## config.mk

```make
export PLATFORM = sky130hd
export DESIGN_NAME = button_event
export DESIGN_NICKNAME = d
export VERILOG_FILES = /design/src/rtl/button_event.sv
export SDC_FILE = /design/constraint.sdc
export NUM_CORES = 1
export LEC_CHECK = 0
export CELL_PAD_IN_SITES_DETAIL_PLACEMENT = 1
export CELL_PAD_IN_SITES_GLOBAL_PLACEMENT = 1
export CORE_ASPECT_RATIO = 1.5
export CORE_MARGIN = 1.5
export CORE_UTILIZATION = 40
export DETAILED_ROUTE_END_ITERATION = 7
export DONT_BUFFER_PORTS = 1
export GPL_ROUTABILITY_DRIVEN = 0
export HOLD_SLACK_MARGIN = 0.08
export PLACE_DENSITY_LB_ADDON = 0.08
export SYNTH_ARGS = -nofsm -noshare
export SYNTH_HDL_FRONTEND = slang
export SYNTH_SLANG_ARGS = --single-unit
```

## constraint.sdc

```tcl
create_clock -name i_clk -period 2.8 [get_ports i_clk]
set_clock_uncertainty 0.05 [all_clocks]
set_input_delay 0.84 -clock i_clk [delete_from_list [all_inputs] [get_ports i_clk]]
set_output_delay 0.84 -clock i_clk [all_outputs]
set_load 0.05 [all_outputs]
```

## src/rtl/button_event.sv

```systemverilog
// button_event: turns a clean, debounced button level into discrete UI events.
//   Parameters:
//     LONG_COUNT   - cycles after the press pulse before the long-press pulse
//     REPEAT_COUNT - cycles between auto-repeat pulses once long-held
//     NUM_MODES    - number of selectable modes cycled by short presses
//     MODE_W       - width of o_mode
//   Ports:
//     i_clk     - clock, rising edge
//     i_rst     - synchronous active-high reset
//     i_level   - debounced button level, 1 = pressed
//     o_press   - one-cycle pulse on a recognised press
//     o_release - one-cycle pulse on release of a recognised press
//     o_long    - one-cycle pulse when the hold reaches LONG_COUNT
//     o_repeat  - one-cycle auto-repeat pulse during a long hold
//     o_held    - high while a recognised press is in progress
//     o_mode    - current mode index, advanced by short presses, zeroed by long press
// All outputs are registered.
module button_event #(
  parameter int unsigned LONG_COUNT   = 100_000_000,
  parameter int unsigned REPEAT_COUNT = 25_000_000,
  parameter int unsigned NUM_MODES    = 4,
  parameter int unsigned MODE_W       = 2
) (
  input  logic              i_clk,
  input  logic              i_rst,
  input  logic              i_level,
  output logic              o_press,
  output logic              o_release,
  output logic              o_long,
  output logic              o_repeat,
  output logic              o_held,
  output logic [MODE_W-1:0] o_mode
);

  localparam int unsigned CNT_W = 27;
  // Counter compares against threshold-1 so the pulse lands exactly N cycles later.
  localparam logic [CNT_W-1:0]  LONG_LAST   = CNT_W'(LONG_COUNT - 1);
  localparam logic [CNT_W-1:0]  REPEAT_LAST = CNT_W'(REPEAT_COUNT - 1);
  localparam logic [MODE_W-1:0] MODE_LAST   = MODE_W'(NUM_MODES - 1);

  typedef enum logic [1:0] {
    ST_IDLE    = 2'd0,
    ST_PRESSED = 2'd1,
    ST_LONG    = 2'd2
  } state_e;

  state_e             state_q, state_d;
  logic [CNT_W-1:0]   cnt_q, cnt_d;
  logic               prev_q;
  logic               press_q, press_d;
  logic               release_q, release_d;
  logic               long_q, long_d;
  logic               repeat_q, repeat_d;
  logic               held_q, held_d;
  logic [MODE_W-1:0]  mode_q, mode_d;

  logic rise_c;
  logic fall_c;

  assign rise_c = i_level & ~prev_q;
  assign fall_c = ~i_level & prev_q;

  // State and output registers; prev resets to 1 so a button held through
  // reset must be released and pressed again before it is recognised.
  always_ff @(posedge i_clk) begin
    if (i_rst) begin
      state_q   <= ST_IDLE;
      cnt_q     <= '0;
      prev_q    <= 1'b1;
      press_q   <= 1'b0;
      release_q <= 1'b0;
      long_q    <= 1'b0;
      repeat_q  <= 1'b0;
      held_q    <= 1'b0;
      mode_q    <= '0;
    end else begin
      state_q   <= state_d;
      cnt_q     <= cnt_d;
      prev_q    <= i_level;
      press_q   <= press_d;
      release_q <= release_d;
      long_q    <= long_d;
      repeat_q  <= repeat_d;
      held_q    <= held_d;
      mode_q    <= mode_d;
    end
  end

  // Next-state and event decode; release is tested before the thresholds so it wins.
  always_comb begin
    state_d   = state_q;
    cnt_d     = cnt_q;
    mode_d    = mode_q;
    press_d   = 1'b0;
    release_d = 1'b0;
    long_d    = 1'b0;
    repeat_d  = 1'b0;

    unique case (state_q)
      ST_IDLE: begin
        if (rise_c) begin
          state_d = ST_PRESSED;
          cnt_d   = '0;
          press_d = 1'b1;
        end
      end
      ST_PRESSED: begin
        if (fall_c) begin
          state_d   = ST_IDLE;
          cnt_d     = '0;
          release_d = 1'b1;
          mode_d    = (mode_q == MODE_LAST) ? '0 : mode_q + MODE_W'(1);
        end else if (cnt_q == LONG_LAST) begin
          state_d = ST_LONG;
          cnt_d   = '0;
          long_d  = 1'b1;
          mode_d  = '0;
        end else begin
          cnt_d = cnt_q + CNT_W'(1);
        end
      end
      ST_LONG: begin
        if (fall_c) begin
          state_d   = ST_IDLE;
          cnt_d     = '0;
          release_d = 1'b1;
        end else if (cnt_q == REPEAT_LAST) begin
          cnt_d    = '0;
          repeat_d = 1'b1;
        end else begin
          cnt_d = cnt_q + CNT_W'(1);
        end
      end
      default: begin
        state_d = ST_IDLE;
        cnt_d   = '0;
      end
    endcase

    held_d = (state_d != ST_IDLE);
  end

  assign o_press   = press_q;
  assign o_release = release_q;
  assign o_long    = long_q;
  assign o_repeat  = repeat_q;
  assign o_held    = held_q;
  assign o_mode    = mode_q;

endmodule

```

==> impl_metrics.yaml <==
pwr:
  p_comb_share_pct: 5.6
  p_int_mw: 0.741
  power.total_mw: 0.973
  ir_worst_vdd_mv: 0.330
  clockPowerShare_pct: 39.0
  p_sw_mw: 0.232
  p_per_area_mw_per_mm2: 438
  p_leak_nw: 0.738
  p_sw_share_pct: 23.8
  seqPwrFrac_pct: 55.4
worst_setup_path:
  crit_arrival_ns: 2.52
  timing.rr.start: "cnt_q[0]"
  cp.required_ns: 2.94
  rr_endpoint: "cnt_q[21]"
  cp-end-kind: "register"
  start_kind: "register"
  worst-setup-path-type: "register to register"
  ff2ff_path_depth: 7
  critPathMaxFanout: 13
  reg2reg_slack_ns: 0.42
route:
  dr.pass1.iters: 7
  drc_errors: 0
  wire_per_inst_um: 18.2
  vias_per_cell: 5.88
  num_vias: 1877
  ant_nets: 0
  drt_iter0_markers: 61
  totalWireLength_um: 5800
timing:
  setup_tns_ns: 0
  fin_ws_ns: 0.420
  fin_crit_sh_pct: 85.0
  worstMarginPinSlew_ns: 0.632
  rsz0062_at_grt: "no"
  setup_viol: 0
  hold_viol_final: 0
  whs_ns: 0.432
  max_clock_freq_mhz: 420
  finalWorstPathRequiredPeriod_ns: 2.38
  max_slew_margin_pct: 57.9
  slew_viol_final: 0
floorplanning:
  top_level_ports: 10
  die_x_um: 62.0
  core_area_mm2: 0.00508
  die_y_um: 91.5
  dieArea_mm2: 0.00568
  initial_core_util_pct: 41.1
  rows: 32
placement:
  pre_cts_ws_ns: 0.397
  dpl_cell_area_mm2: 0.00214
  hpwl_um: 4280
  place_inst: 312
  port_buffers: 0
cts:
  htreeDepth: 2
  ctsHoldBuffers: 0
  cts_buffers: 5
  clockBufferDepth: 2
  cts_tree: "built"
  clk_pin_slew_worst_paths_ns: 0.07
  clock-root-buffer: "clkbuf_8"
  ctsResizeCount: 0
  post_cts_buffers: 0
  worstSkewPairLatency_ns: 0.29
  cts_num_sinks: 37
grt:
  grt_overflow: 0
  grt_pass1_wl_um: 9450
  grt_max_degree: 20
  grt_antenna_before_repair: 0
  grt_usage_pct: 22.4
  first_global_vias: 1949
final_layout:
  final_common_cell: "dfxtp_1"
  finish.utilization_pct: 43.7
  final_cell_mix: "dfxtp_1, nand2_1, nand3_1"
  final_layout_size_suffix_gt1_share_pct: 8.37
  antenna_cells: 0
  design_area_mm2: 0.00222
  fillers: 643
  layout.cells.non_filler: 319
  nets: 260
  area_growth_pct: 6.41
yosys:
  yosysWarnings: 0
  ys_seq_area_share_pct: 35.4
  syn_area_per_cell_um2: 8.29
  yosysUniqueCellTypes: 55
  synthesis.nets: 261
  synth_edf_count: 0
  yosys.area.top_type: "dfxtp_1"
  syn_area_mm2: 0.00209
  netlist_instances: 252
  synthArstFlopShare_pct: 0
  synthTopCellsByArea: "dfxtp_1, nand2_1, nand3_1"
  ys.flop_type: "dfxtp_1"
  ys_ff_latch: 37
  synth_top_area_share_pct: 35.4
min_path:
  hold_path.startpoint: "cnt_q[1]"
  hold_class: "register to register"
  hold_end: "cnt_q[1]"
  holdPathStages: 2
flow_run:
  maxCapViolCount: 0
outcome:
  status: "completed"
[how the worst max path moves through the flow]
stage	start	to
final	cnt_q[0]	cnt_q[21]
after global routing	cnt_q[0]	cnt_q[21]
after detailed placement	i_level	cnt_q[21]
after floorplan	i_rst	cnt_q[25]
after CTS	cnt_q[0]	cnt_q[21]
after global placement	i_level	cnt_q[16]
[cell type report]
class                           instances  area [um^2]  area share [%]
Timing Repair Buffer                    4         30.0            1.35
Tap cell                               68         85.1            3.83
Inverter                                9         33.8            1.52
Multi-Input combinational cell        194         1250            56.1
Sequential cell                        37          741            33.3
Clock buffer                            7         86.3            3.88
[cell usage after synthesis, types with 2 or more instances]
cell type  count
and4_1         6
nand4_1       14
xor2_1         3
buf_2          2
nand3b_1       2
or2_0          2
nor3b_1        2
nand2b_1       2
o22ai_1        2
a21oi_1        9
nand4_2        2
a31oi_1        9
or4_1          2
nor2_1        16
o31ai_1        6
buf_6          2
o21ai_0        7
dfxtp_1       37
clkbuf_1       6
nor4_1         3
ha_1           6
o31ai_4        2
nand3_1       18
and3_1         4
nand2_1       29
o311ai_1       3
nor2b_1        2
nor3_1         7
a22oi_1        2
a32oi_1        2
inv_1          9
and2_1        11
[power by group through the flow]
stage	combinational, mW	clock (mW)	sequential [mW]
after floorplan	0.0416	0	0.551
after global placement	0.0531	0	0.552
after detailed placement	0.0541	0	0.552
after CTS	0.0544	0.395	0.539
after global routing	0.0599	0.414	0.540
final	0.0544	0.379	0.540
[registers in the layout (all words and copies together) (netlist names)]
register,flops
cnt_q,27
prev_q,1
state_q,2
o_repeat,1
o_long,1
o_mode,2
o_press,1
o_held,1
o_release,1
[routing by layer]
metal | vias up | GRT usage (%) | share of wire, %
li1 | 936 | - | -
met1 | 904 | 25.4 | 43
met2 | 25 | 39.4 | 52
met3 | 12 | 4.56 | 2.4
met4 | 0 | 7.45 | 2.4
met5 | - | 0 | 0
[logic make-up after synthesis]
logic type / Yosys count / share of synthesized area (%)
xor gates and xnor gates: 3 / 1.26
and+or+nand+nor: 132 / 35.6
AOI/OAI and AO/OA: 52 / 18.7
buffers and inverters: 21 / 4.85
DFF: 37 / 35.4
adders and majority gates: 6 / 3.59
muxes: 1 / 0.479
[critical path, stage by stage (launching register included)]
cell and delay, ns:
dfxtp_1 0.34, ha_1 0.26, and4_1 0.30, nand4_2 0.14
nor2_2 0.09, o31ai_4 0.54, nand2_4 0.23, o311ai_1 0.32
Note: power is estimated with default switching activity, not from simulation.
